File: src/rtl/axi_wr_responder.sv
`timescale 1ns/1ps
`default_nettype none
// ============================================================================
// Module      : axi_wr_responder
// Description : Slave-side AXI write responder (consumer end of the write
//               channel CDC). Pops AW commands and W beats from first-word
//               fall-through FIFOs, turns them into word writes on an
//               SRAM-style port and pushes one B response per burst.
// Ports       : clk, rst           - clock / synchronous active-high reset
//               AW_not_empty/AW_r_data/AW_rd_en - AW FIFO read side
//               W_not_empty/W_r_data/W_rd_en    - W FIFO read side
//               B_not_full/B_w_data/B_wr_en     - B FIFO write side
//               mem_we/mem_addr/mem_wdata/mem_bwe/mem_ready - memory port
// Options     : AXI_WR_LAST_CHK_EN - check W last on every beat, terminate
//               early bursts and drain over-long bursts with SLVERR.
// Revision    : 1.0 - initial release
// ============================================================================
module axi_wr_responder #(
  parameter logic [31:0] BASE_ADDR  = 32'h0000_0000,
  parameter logic [31:0] SIZE_BYTES = 32'h0001_0000,
  parameter int          MEM_AW     = 14
) (
  input  logic              clk,
  input  logic              rst,
  input  logic              AW_not_empty,
  input  logic [48:0]       AW_r_data,
  output logic              AW_rd_en,
  input  logic              W_not_empty,
  input  logic [36:0]       W_r_data,
  output logic              W_rd_en,
  input  logic              B_not_full,
  output logic [9:0]        B_w_data,
  output logic              B_wr_en,
  output logic              mem_we,
  output logic [MEM_AW-1:0] mem_addr,
  output logic [31:0]       mem_wdata,
  output logic [3:0]        mem_bwe,
  input  logic              mem_ready
);

  localparam logic [1:0] c_RESP_OKAY   = 2'b00;
  localparam logic [1:0] c_RESP_SLVERR = 2'b10;
  localparam logic [1:0] c_RESP_DECERR = 2'b11;

  typedef enum logic [1:0] {
    S_IDLE  = 2'd0,
    S_WDATA = 2'd1,
    S_BRESP = 2'd2,
    S_DRAIN = 2'd3
  } state_t;

  state_t      r_state;
  logic [7:0]  r_id;
  logic [31:0] r_addr;
  logic [3:0]  r_len;
  logic [2:0]  r_size;
  logic [1:0]  r_burst;
  logic [3:0]  r_cnt;
  logic [1:0]  r_resp;

  // AW head fields
  logic [7:0]  w_aw_id;
  logic [31:0] w_aw_addr;
  logic [3:0]  w_aw_len;
  logic [2:0]  w_aw_size;
  logic [1:0]  w_aw_burst;
  logic [31:0] w_aw_rel;
  logic [1:0]  w_aw_resp;

  assign w_aw_id    = AW_r_data[48:41];
  assign w_aw_addr  = AW_r_data[40:9];
  assign w_aw_len   = AW_r_data[8:5];
  assign w_aw_size  = AW_r_data[4:2];
  assign w_aw_burst = AW_r_data[1:0];

  // Window test by unsigned offset: also rejects addresses below BASE_ADDR,
  // which wrap to a huge offset.
  assign w_aw_rel  = w_aw_addr - BASE_ADDR;
  assign w_aw_resp = (w_aw_rel >= SIZE_BYTES) ? c_RESP_DECERR :
                     (w_aw_size > 3'd2)      ? c_RESP_SLVERR : c_RESP_OKAY;

  // W head fields
  logic [31:0] w_w_data;
  logic [3:0]  w_w_strb;
  assign w_w_data = W_r_data[36:5];
  assign w_w_strb = W_r_data[4:1];

  // Next beat address
  logic [31:0] w_incr;
  logic [31:0] w_wrap_mask;
  logic [31:0] w_addr_inc;
  logic [31:0] w_next_addr;
  logic [31:0] w_rel;

  assign w_incr      = 32'd1 << r_size;
  assign w_wrap_mask = (({28'd0, r_len} + 32'd1) << r_size) - 32'd1;
  assign w_addr_inc  = r_addr + w_incr;
  assign w_rel       = r_addr - BASE_ADDR;

  always_comb begin
    w_next_addr = w_addr_inc;
    case (r_burst)
      2'b00:   w_next_addr = r_addr;
      // WRAP keeps the upper bits and lets only the low bits roll over
      2'b10:   w_next_addr = (r_addr & ~w_wrap_mask) | (w_addr_inc & w_wrap_mask);
      default: w_next_addr = w_addr_inc;
    endcase
  end

  // Handshakes are decoded from the registered state so that a beat can be
  // written and popped in the same cycle mem_ready is seen.
  logic w_ok;
  logic w_beat_last;
  logic w_aw_pop;
  logic w_w_pop;
  logic w_mem_we;
  logic w_b_push;
  logic w_drive;

  assign w_ok        = (r_resp == c_RESP_OKAY);
  assign w_beat_last = (r_cnt == r_len);
  assign w_aw_pop    = !rst && (r_state == S_IDLE) && AW_not_empty;
  assign w_mem_we    = !rst && (r_state == S_WDATA) && W_not_empty && w_ok;
  assign w_b_push    = !rst && (r_state == S_BRESP) && B_not_full;
  assign w_drive     = !rst && (r_state == S_WDATA);

`ifdef AXI_WR_LAST_CHK_EN
  logic       w_w_last;
  logic [1:0] w_resp_err;
  assign w_w_last   = W_r_data[0];
  // A framing error never downgrades an address decode error
  assign w_resp_err = (r_resp == c_RESP_DECERR) ? c_RESP_DECERR : c_RESP_SLVERR;
  assign w_w_pop    = !rst && W_not_empty &&
                      (((r_state == S_WDATA) && (!w_ok || mem_ready)) ||
                       (r_state == S_DRAIN));
`else
  logic w_unused_last;
  assign w_unused_last = W_r_data[0];
  assign w_w_pop       = !rst && W_not_empty && (r_state == S_WDATA) &&
                         (!w_ok || mem_ready);
`endif

  assign AW_rd_en  = w_aw_pop;
  assign W_rd_en   = w_w_pop;
  assign B_wr_en   = w_b_push;
  assign B_w_data  = (!rst && (r_state == S_BRESP)) ? {r_id, r_resp} : 10'd0;
  assign mem_we    = w_mem_we;
  assign mem_addr  = w_drive ? w_rel[MEM_AW+1:2] : '0;
  assign mem_wdata = w_drive ? w_w_data : 32'd0;
  assign mem_bwe   = w_drive ? w_w_strb : 4'd0;

  always_ff @(posedge clk) begin
    if (rst) begin
      r_state <= S_IDLE;
      r_id    <= '0;
      r_addr  <= '0;
      r_len   <= '0;
      r_size  <= '0;
      r_burst <= '0;
      r_cnt   <= '0;
      r_resp  <= '0;
    end else begin
      case (r_state)
        S_IDLE: begin
          if (w_aw_pop) begin
            r_id    <= w_aw_id;
            r_addr  <= w_aw_addr;
            r_len   <= w_aw_len;
            r_size  <= w_aw_size;
            r_burst <= w_aw_burst;
            r_cnt   <= 4'd0;
            r_resp  <= w_aw_resp;
            r_state <= S_WDATA;
          end
        end
        S_WDATA: begin
          if (w_w_pop) begin
            r_addr <= w_next_addr;
            r_cnt  <= r_cnt + 4'd1;
`ifdef AXI_WR_LAST_CHK_EN
            // last and the beat count disagree: early last ends the burst,
            // missing last sends the rest of the burst to DRAIN
            if (w_w_last != w_beat_last) begin
              r_resp  <= w_resp_err;
              r_state <= w_w_last ? S_BRESP : S_DRAIN;
            end else if (w_beat_last) begin
              r_state <= S_BRESP;
            end
`else
            if (w_beat_last) begin
              r_state <= S_BRESP;
            end
`endif
          end
        end
`ifdef AXI_WR_LAST_CHK_EN
        S_DRAIN: begin
          if (w_w_pop && w_w_last) begin
            r_state <= S_BRESP;
          end
        end
`endif
        S_BRESP: begin
          if (w_b_push) begin
            r_state <= S_IDLE;
          end
        end
        default: r_state <= S_IDLE;
      endcase
    end
  end

endmodule
`default_nettype wire

File: config.mk
export PLATFORM = sky130hd
export DESIGN_NAME = axi_wr_responder
export DESIGN_NICKNAME = d
export VERILOG_FILES = /design/src/rtl/axi_wr_responder.sv
export SDC_FILE = /design/constraint.sdc
export NUM_CORES = 1
export LEC_CHECK = 0
export ABC_AREA = 1
export BUFFER_PORTS_ARGS = -buffer_cell sky130_fd_sc_hd__buf_2
export CAP_MARGIN = 10
export CORE_AREA = 5 5 89 91
export CTS_CLUSTER_DIAMETER = 200
export DETAILED_ROUTE_END_ITERATION = 7
export DIE_AREA = 0 0 94 96
export GPL_TIMING_DRIVEN = 1
export HOLD_SLACK_MARGIN = 0.12
export MAX_ROUTING_LAYER = met4
export PLACE_DENSITY_LB_ADDON = 0.25
export SLEW_MARGIN = 10
export SYNTH_ARGS = -nofsm -noshare
export SYNTH_HDL_FRONTEND = slang
export SYNTH_SLANG_ARGS = --single-unit
File: constraint.sdc
create_clock -name clk -period 6.2 [get_ports clk]
set_input_delay 0.62 -clock clk [delete_from_list [all_inputs] [get_ports clk]]
set_output_delay 0.62 -clock clk [all_outputs]
set_load 0.005 [all_outputs]
== After elaboration in Yosys (flattened, before gate mapping) ==
Cells that the tools add are included.
Storage, ports and cells
  output and inout port bits: 64
  input bits: 92
  register bits: 57
  logic and storage cells: 68
Cells by class
  shifts and indexed selects: 2
  add/subtract/negate cells: 4
  $lt $le $gt $ge: 2
  reduce and logical (&&, ||, !) cells: 21
  mux-type cells: 18
  bitwise gates (word level): 4
  equality and inequality tests: 9
Operators with widths (count)
  one-hot mux 32 bit (2 select lines): 2
  2-to-1 mux 32 bit: 3
  AND 32 bit: 2
  adder 32 bit: 1
  >= comparator 32 x 17 -> 1 bit (second input constant): 1
  inverter 32 bit: 1
  bitwise OR 32 bit: 1
  << shifter 1 x 3 -> 32 bit (first input constant): 1
  << shifter 5 x 3 -> 32 bit: 1
  subtractor 32 x 1 -> 32 bit (second input constant): 1
  2-to-1 mux 14 bit: 1
  2-to-1 mux 2 bit: 6
  2-to-1 mux 4 bit: 3
  logical AND 1 bit: 10
  2-to-1 mux 10 bit: 1
  != test 2 bit (second input constant): 5
  one-hot mux 4 bit (2 select lines): 1
  AND reduction 4 bit: 2
  logical NOT 2 bit: 3
  one-hot mux 2 bit (3 select lines): 1
  adder 4 x 1 -> 5 bit (second input constant): 1
  adder 4 x 1 -> 4 bit (second input constant): 1
  equality test 2 bit (second input constant): 2
  equality test 4 bit: 1
  7 further kinds: 8

== Longest topological paths before layout ==
Gate-level depths: netlist of the first run.
  word-level depth: 9
  mapped depth: 19
  gate-level depth less buffers: 18

== Worst setup path after synthesis of the first run ==
No wires, ideal clock.
  path type: reg-to-reg
  start point: register r_size[2]
  end point: register (tool-made name)
  slack: 3.970 ns
  cell stages (with the launch flop): 18
  arrival time: 2.160 ns
  data required time: 6.129 ns
  buffers on the path: 1
  period minus slack after synthesis: 2.230 ns
  library setup time: 0.071 ns
  cells stage by stage: dfxtp_1 -> clkbuf_1 -> nor3_1 -> ha_1 -> fa_1 -> nand3_1 -> nand2_1 -> nand2_1 -> nand2_1 -> nand2_1 -> nor2_1 -> nand2_1 -> inv_1 -> a21oi_1 -> nand2_1 -> nand2_1 -> nand2_1 -> a21oi_1
RTL lines
  start, declared: RTL line 56  | logic [2:0] r_size;
  start signal, assigned: RTL line 169  | r_size <= w_aw_size;

== Worst setup path after layout of the first run ==
  start point: input rst
  end point: output B_w_data[0]
Between the ends
  word-level cells in the longest chain between the ends: 3
Ends and longest elaborated chain
  start, declared: RTL line 24  | input logic rst,
  logical NOT 1 bit: RTL line 146  | assign B_w_data = (!rst && (r_state == S_BRESP)) ? {r_id, r_resp} : 10'd0;
  logical AND 1 bit: RTL line 146
  2-to-1 mux 10 bit: RTL line 146
  end, declared: RTL line 32  | output logic [9:0] B_w_data,
No other way between the ends.

==> results by group, run 1 <==
Layout
  • Fin cells: roughly 850
  • Multi-input logic area: between 2000 and 2500 um2
  • Layout cell share with drive strength beyond 1: 0.261
  • Ant. Diodes: 0
  • Filler cells: around 720
  • Register area: slightly above 800 um2
  • P&R area growth vs syn: 25.5%
  • Nets@finish: 858

Floorplan
  • Chip Height: approximately 96 um
  • Initial core utilization: 0.504
  • Die W: 94 um
  • Std cell rows: 31
  • Core area: slightly above 7000 um2
  • # IOs: 156
  • DIE AREA: 9020 um2

Detailed routing
  • Uppermost routed layer: met4
  • Met2 wire len: ~5 mm
  • Vias: about 4.3k
  • Final WL: ~10 mm
  • Routed len/inst: between 10 and 15 um
  • DRT met1 WL: between 4 and 5 mm
  • Drt drc: 0
  • ANT nets after route: 0
  • Total iterations of the first detailed-routing run: 5
  • Wire length on met3: around 650 um
  • DR iter-0 viols: between 200 and 250
  • Via density per instance: about 5.0

Synth
  • Cell area after synthesis: around 3600 um2
  • Cell taking the most area after synthesis: dfxtp_1
  • Async set-reset flop share out of synthesis: 0
  • Post-Syn Instances: 615
  • Avg Synthesized Cell Area: 5.79 um2
  • Synth area leaders: dfxtp_1 23%, nand2_1 12%, nor2_1 11%
  • Synth Flop Type: dfxtp_1
  • Post-synth EDFFs: 0
  • Sequential share of the synthesized area: 0.231
  • Post-synth cell types: 39
  • Post-synth top area share: 0.231
  • #FFs+latches synth: a little over 40
  • Post-Syn Nets: roughly 700
  • Ys Warns: 0

STA
  • Post-layout min period: between 3 and 4 ns
  • RSZ-0062 raised after global routing: false
  • Worst slew pin tran: ~0.82 ns
  • Worst Setup Slack, final: between 3 and 4 ns
  • Hold Slack: 0.455 ns
  • Fin. Hold Viols: 0
  • Post-route setup TNS: 0 ns
  • Clock skew: between 0.006 and 0.007 ns
  • Slew Limit Fails: 0
  • Tcrit/Tclk final: 0.515
  • Setup-failing EPs final: 0
  • Max Clock Freq: 313 MHz
  • Relative slew slack: 0.452

Job
  • Maxcap violations: 0

Place
  • Placer Congestion: 0.942
  • Placed Cells incl. Taps: approximately 850
  • DPL Wire Length: slightly above 8 mm
  • Place WS: between 2 and 3 ns
  • Port Buffers: 154

Clock network
  • Setup repair bufs after CTS: 0
  • Resized Gates After CTS: 0
  • Clk_lat worst skew: 0.30 ns
  • Cts bufs inserted: 5
  • Hold-fix buffers at CTS: 0
  • Worst-path clk slew: 0.08 ns
  • Clock Sink Count: between 40 and 50
  • CTS Buffer Depth: 2
  • H-tree Lvls: 2
  • CTS tree: done
  • Root Buffer: clkbuf_8

Critical path
  • Crit path kind: in2out
  • CP Capture Type: output pin
  • Worst EP required: approximately 5.6 ns
  • Startpoint Class: input port
  • Crit path max-delay family: buffers and inverters
  • CP cell instances: buf_2, clkinv_1, nand2_1, nor2_1, buf_2
  • Worst EP arrival: about 2.6 ns
  • Worst r2r src: r_size[2]$_SDFFE_PP0P_
  • Reg2reg setup slack: ~3.3 ns
  • CP bufs+invs: 3
  • Critical Path Fanout Max: 28
  • CP max-delay cell: clkinv_1
  • CP most frequent cell: buf_2
  • Slowest stage delay, CP: just under 0.8 ns
  • Worst r2r path cells: 16

Global route
  • GR Util All Layers: 0.229
  • Grt ovf: 0
  • Vias in the first global route: 3919
  • First-pass GRT wire length: approximately 17 mm
  • Initial antenna violation count: 0
  • Largest net degree at the start of global routing: between 50 and 60

Hold path
  • Min-Delay Path Class: reg2reg
  • Worst hold path stage count: 2

Outcome
  • Status: complete, no violations

Pwr
  • Static Leak: 2.47 nW
  • Peak supply drop: 0.133 mV
  • Power per cell area: between 200 and 250 nW/um2
[report_power, final]
group / internal, mW / switching [mW]
Clock: 0.121 / 0.101
Sequential: 0.297 / 0.0342
Combinational: 0.138 / 0.229
[synth_stat cells (2+ instances only)]
cell      instances
o221ai_1          2
o211ai_1          3
nor4_1            5
nand3b_1          4
inv_1           102
dfxtp_1          41
or2_2             2
ha_1             11
nand2_1         115
o21ai_0          25
o21ai_1          13
clkbuf_1         15
inv_2             8
nor2_2            8
a21oi_1          41
xor2_1            5
buf_2             4
nand3_1          43
xnor2_1           7
nor2_4            3
o21a_1            2
nor3_1           11
nor2_1          106
nand2_2          10
clkinv_1          3
nand3_2           2
nand4_1           7
a211oi_1          5
buf_4             2
[cells in the final DEF, fill, tap and decap left out, drive strengths merged, types with 2 or more instances in the layout]
cell type  netlist  layout
clkinv           3       4
or2              2       2
o21a             2       2
o221ai           2       2
xor2             5       5
nand2          125     125
nor2           117     117
nand4            7       7
a31oi            2       2
clkbuf          15       6
o21ai           38      38
inv            110     110
xnor2            7       7
nand3           45      45
a211oi           5       5
ha              11      11
a21oi           41      41
nand3b           4       4
buf              8     155
o211ai           3       3
nor3            12      12
nor4             5       5
dfxtp           41      41
[tightest hold or removal path, delay by kind of cell (launching register included)]
kind,cells,cell delay [ns]
DFF,1,0.32
buffers and inverters,1,0.05
AOI/OAI and AO/OA,1,0.05
[cells by family (layout without fill, tap and decap cells)]
family,count (synthesis),in the layout,synth area share
adders and majority gates,12,12,0.0443
DFF,41,41,0.231
buffers and inverters,136,276,0.149
and+or+nand+nor,317,317,0.392
AOI/OAI and AO/OA,96,96,0.152
muxes,1,1,0.00281
xor gates and xnor gates,12,12,0.0295
[final cells by class]
cell class / count / share of cell area
Timing Repair Buffer: 155 / 0.174
Clock buffer: 6 / 0.0163
Sequential cell: 41 / 0.184
Tap cell: 99 / 0.0277
Clock inverter: 2 / 0.00869
Multi-Input combinational cell: 438 / 0.494
Inverter: 113 / 0.0950
[worst max path at each step]
stage | start | endpoint | slack, ns | cells after the start
2_1_floorplan | r_size[2]$_SDFFE_PP0P_ | register | 3.97 | 17
5_1_grt | rst | B_w_data[6] | 2.78 | 5
4_1_cts | rst | B_w_data[6] | 2.98 | 5
3_3_place_gp | rst | B_w_data[7] | 3.04 | 5
3_5_place_dp | rst | B_w_data[6] | 3.00 | 5
6_report | rst | B_w_data[0] | 3.00 | 5
[stage by stage]
step / power (mW) / util / area (um2)
2_1_floorplan: 0.606 / - / 3560
3_3_place_gp: 0.685 / 0.617 / 4350
3_5_place_dp: 0.700 / 0.617 / 4350
4_1_cts: 0.921 / 0.633 / 4470
5_1_grt: 0.988 / 0.633 / 4470
6_report: 0.920 / 0.633 / 4470
[metal layers]
metal | vias to the layer above | global-route usage
met1 | 1921 | 0.283
met2 | 149 | 0.394
met5 | - | -
met4 | 0 | 0.0554
met3 | 16 | 0.0336
li1 | 2212 | -
Power figures use the tool's default switching activity.
==> run 2: changes to the inputs <==
ABC_AREA = 0   (was 1)
CORE_AREA = 5 5 92 94   (was 5 5 89 91)
DIE_AREA = 0 0 97 99   (was 0 0 94 96)
clock period = 3.2 ns   (was 6.2 ns; I/O delays follow)
==> run 2 against run 1 <==
Effect of this change: sequential power is 77% higher; power is 63% higher; largest cell class unchanged; routed wire length is 7.4% higher; critical path depth is 7 higher; synthesized cell count is 20% lower; largest power group is now sequential cells; synthesized area is 0.18% higher; clock-buffer cell count is 1 lower.
==> results by group, run 2 <==
Layout
  • Most frequent cells in the layout: 154 x buf_2, 59 x nand2_1, 52 x and3_1, 41 x nor2_1
  • Nets@finish: 735 (-14%)
  • Multi-input logic area: 2550 um2 (+15%)
  • Layout cell share with drive strength beyond 1: 0.313 (+0.0524)
  • P&R area growth vs syn: 27.3%
  • Most common cell after layout, fill and taps aside: buf_2
  • Filler cells: 739 (+2.8%)
  • Register area: 822 um2 (+0.15%)
  • Design area: 4540 um2 (+1.7%)
  • Ant. Diodes: 0 (unchanged)

STA
  • Worst slew pin tran: 1.06 ns (+0.244 ns)
  • Setup-failing EPs final: 0 (unchanged)
  • Post-layout min period: 2.91 ns
  • Slew Limit Fails: 0 (unchanged)
  • Tcrit/Tclk final: 0.910
  • Worst Setup Slack, final: 0.288 ns (-2.72 ns)
  • Hold Slack: 0.232 ns (-0.224 ns)
  • Fin. Hold Viols: 0 (unchanged)
  • Clock skew: 0.0131 ns (+0.00635 ns)
  • Max Clock Freq: 343 MHz
  • RSZ-0062 raised after global routing: false
  • Post-route setup TNS: 0 ns (unchanged)
  • Relative slew slack: 0.292 (-0.160)

Synth
  • Post-Syn Nets: 596 (-17%)
  • Synth area leaders: dfxtp_1 23%, and3_1 9.1%, nand2_1 6.2%
  • Post-Syn Instances: 492 (-20%)
  • Ys Warns: 0 (unchanged)
  • Synth Flop Type: dfxtp_1
  • Post-synth top area share: 0.230 (-0.000405)
  • Top-count cell post-synth: nand2_1
  • Multiplexer share of the synthesized area: 0.00878 (+0.00596)
  • Synth Area in Compound Gates: 0.254 (+0.102)
  • Post-synth cell types: 72 (+85%)
  • Simple-gate share of the synthesized area: 0.345 (-0.0463)
  • Synth Area in XOR/XNOR: 0.0583 (+0.0287)
  • Avg Synthesized Cell Area: 7.25 um2 (+25%)
  • Async set-reset flop share out of synthesis: 0 (unchanged)
  • Post-synth EDFFs: 0 (unchanged)
  • Largest family of logic cells by synthesized area: simple AND/OR/NAND/NOR gates
  • Sequential share of the synthesized area: 0.230 (-0.000405)
  • Commonest cells in the synthesized netlist: 59 x nand2_1, 52 x and3_1, 41 x dfxtp_1, 41 x nor2_1, 40 x a21oi_1
  • #FFs+latches synth: 41 (unchanged)
  • Post-synthesis adder-cell area fraction: 0.0442 (-0.0000778)
  • Cell area after synthesis: 3560 um2 (+0.18%)
  • Cell taking the most area after synthesis: dfxtp_1

Floorplan
  • Chip Height: 99 um (+3.1%)
  • Initial core utilization: 0.471 (-0.0330)
  • Die W: 97 um (+3.2%)
  • DIE AREA: 9600 um2 (+6.4%)
  • Core area: 7570 um2 (+7.2%)
  • Std cell rows: 32 (+3.2%)
  • # IOs: 156 (unchanged)

Place
  • Place WS: 0.300 ns (-2.70 ns)
  • Placer Congestion: 0.950 (+0.86%)
  • DPL Wire Length: 8.73 mm (+7.4%)
  • Placed cell area: 4420 um2 (+1.5%)
  • Port Buffers: 154 (unchanged)

Critical path
  • Worst r2r path cells: 12 (-4)
  • Startpoint Class: register
  • CP Capture Type: register
  • Worst r2r src: r_size[1]$_SDFFE_PP0P_
  • Reg2reg setup slack: 0.29 ns (-2.99 ns)
  • Worst Setup SP: r_size[1]$_SDFFE_PP0P_
  • Worst EP arrival: 3.12 ns (+0.54 ns)
  • Crit path kind: reg2reg
  • Worst EP required: 3.41 ns (-2.17 ns)
  • Critical Path Fanout Max: 7 (-75%)

Clock network
  • Setup repair bufs after CTS: 0 (unchanged)
  • Worst-path clk slew: 0.10 ns (+0.02 ns)
  • Clk_lat worst skew: 0.31 ns (about the same)
  • Hold-fix buffers at CTS: 0 (unchanged)
  • CTS Buffer Depth: 2 (unchanged)
  • Cts bufs inserted: 5 (unchanged)
  • CTS tree: done
  • H-tree Lvls: 2 (unchanged)
  • Clock Sink Count: 41 (unchanged)
  • Resized Gates After CTS: 0 (unchanged)
  • Root Buffer: clkbuf_8

Job
  • Maxcap violations: 0 (unchanged)

Global route
  • Vias in the first global route: 3942 (+0.59%)
  • First-pass GRT wire length: 18.9 mm (+13%)
  • Initial antenna violation count: 0 (unchanged)
  • Largest net degree at the start of global routing: 51 (unchanged)
  • GR Util All Layers: 0.236 (+0.00662)
  • Grt ovf: 0 (unchanged)

Detailed routing
  • ANT nets after route: 0 (unchanged)
  • Via density per instance: 5.50 (+9.3%)
  • Vias: 4039 (-6.0%)
  • Routed len/inst: 15.3 um (+25%)
  • Drt drc: 0 (unchanged)
  • Total iterations of the first detailed-routing run: 4 (-1)
  • Final WL: 11.2 mm (+7.4%)
  • DR iter-0 viols: 270 (+26%)

Outcome
  • Status: complete, no violations

Hold path
  • Min-Delay Path Class: in2reg

Pwr
  • Peak supply drop: 0.198 mV (+49%)
  • Power per cell area: 331 nW/um2 (+61%)
  • Static Leak: 2.27 nW (-7.9%)
run 2: cell types whose count changed in the layout (fill, tap and decap cells not counted), moves of 10 or more:
| cell | change |
|---|---|
| nand3_1 | -34 |
| inv_1 | -92 |
| and3_1 | +52 |
| nor2_1 | -65 |
| o21ai_0 | -13 |
| and2_1 | +12 |
| nor3_1 | +11 |
| nand2_1 | -56 |
| nand2_2 | -10 |
| buf_4 | +15 |
run 2: cells by family after synthesis:
family	Yosys count
xor+xnor	22
flops	41
buf+inv	48
simple gates	238
compound gates	128
fa+ha+maj	12
mux	3
run 2: metal layers:
| metal | GRT usage | wire length [um] |
|---|---|---|
| met1 | 0.304 | 5180 |
| met2 | 0.391 | 5330 |
| met3 | 0.0474 | 643 |
| met5 | - | 0 |
| met4 | 0.0346 | 71 |
run 2: worst min path at each step:
stage	from	end	slack, ns	depth (start not counted)
global placement	r_id[6]$_SDFFE_PP0P_	r_id[6]$_SDFFE_PP0P_	0.44	2
CTS	B_not_full	r_state[1]$_SDFFE_PP0P_	0.23	2
finish	B_not_full	r_state[1]$_SDFFE_PP0P_	0.23	2
global route	B_not_full	r_state[1]$_SDFFE_PP0P_	0.23	2
floorplan	B_not_full	r_state[1]$_SDFFE_PP0P_	0.43	1
detailed placement	r_id[6]$_SDFFE_PP0P_	r_id[6]$_SDFFE_PP0P_	0.44	2
run 2: report_power, final:
part	switching, mW	internal (mW)	total, mW
clock network	0.213	0.234	0.447
registers	0.0419	0.547	0.589
logic	0.261	0.205	0.466
run 2: worst max-delay path, stage by stage, from the launching register on:
cell,delay [ns]
dfxtp_1,0.50
inv_1,0.15
nor3_1,0.25
ha_1,0.32
a21o_1,0.22
o21ba_2,0.20
o21ai_0,0.30
a211oi_2,0.16
buf_4,0.17
nand3_1,0.09
xor2_1,0.17
o2111ai_1,0.14
o211a_1,0.15
run 2: cell type report:
type                    instances  area share
clock buffers                   5      0.0152
well taps                     102      0.0281
flip-flops and latches         41       0.181
multi-input cells             403       0.561
repair buffers                170       0.196
inverters                      10     0.00827
clock inverters                 3      0.0102
run 2: stage by stage:
stage          utilization  cells  power, mW
2_1_floorplan            -    492      0.906
3_3_place_gp         0.584    726       1.05
3_5_place_dp         0.584    726       1.06
4_1_cts              0.599    734       1.51
5_1_grt              0.600    734       1.59
6_report             0.600    734       1.50
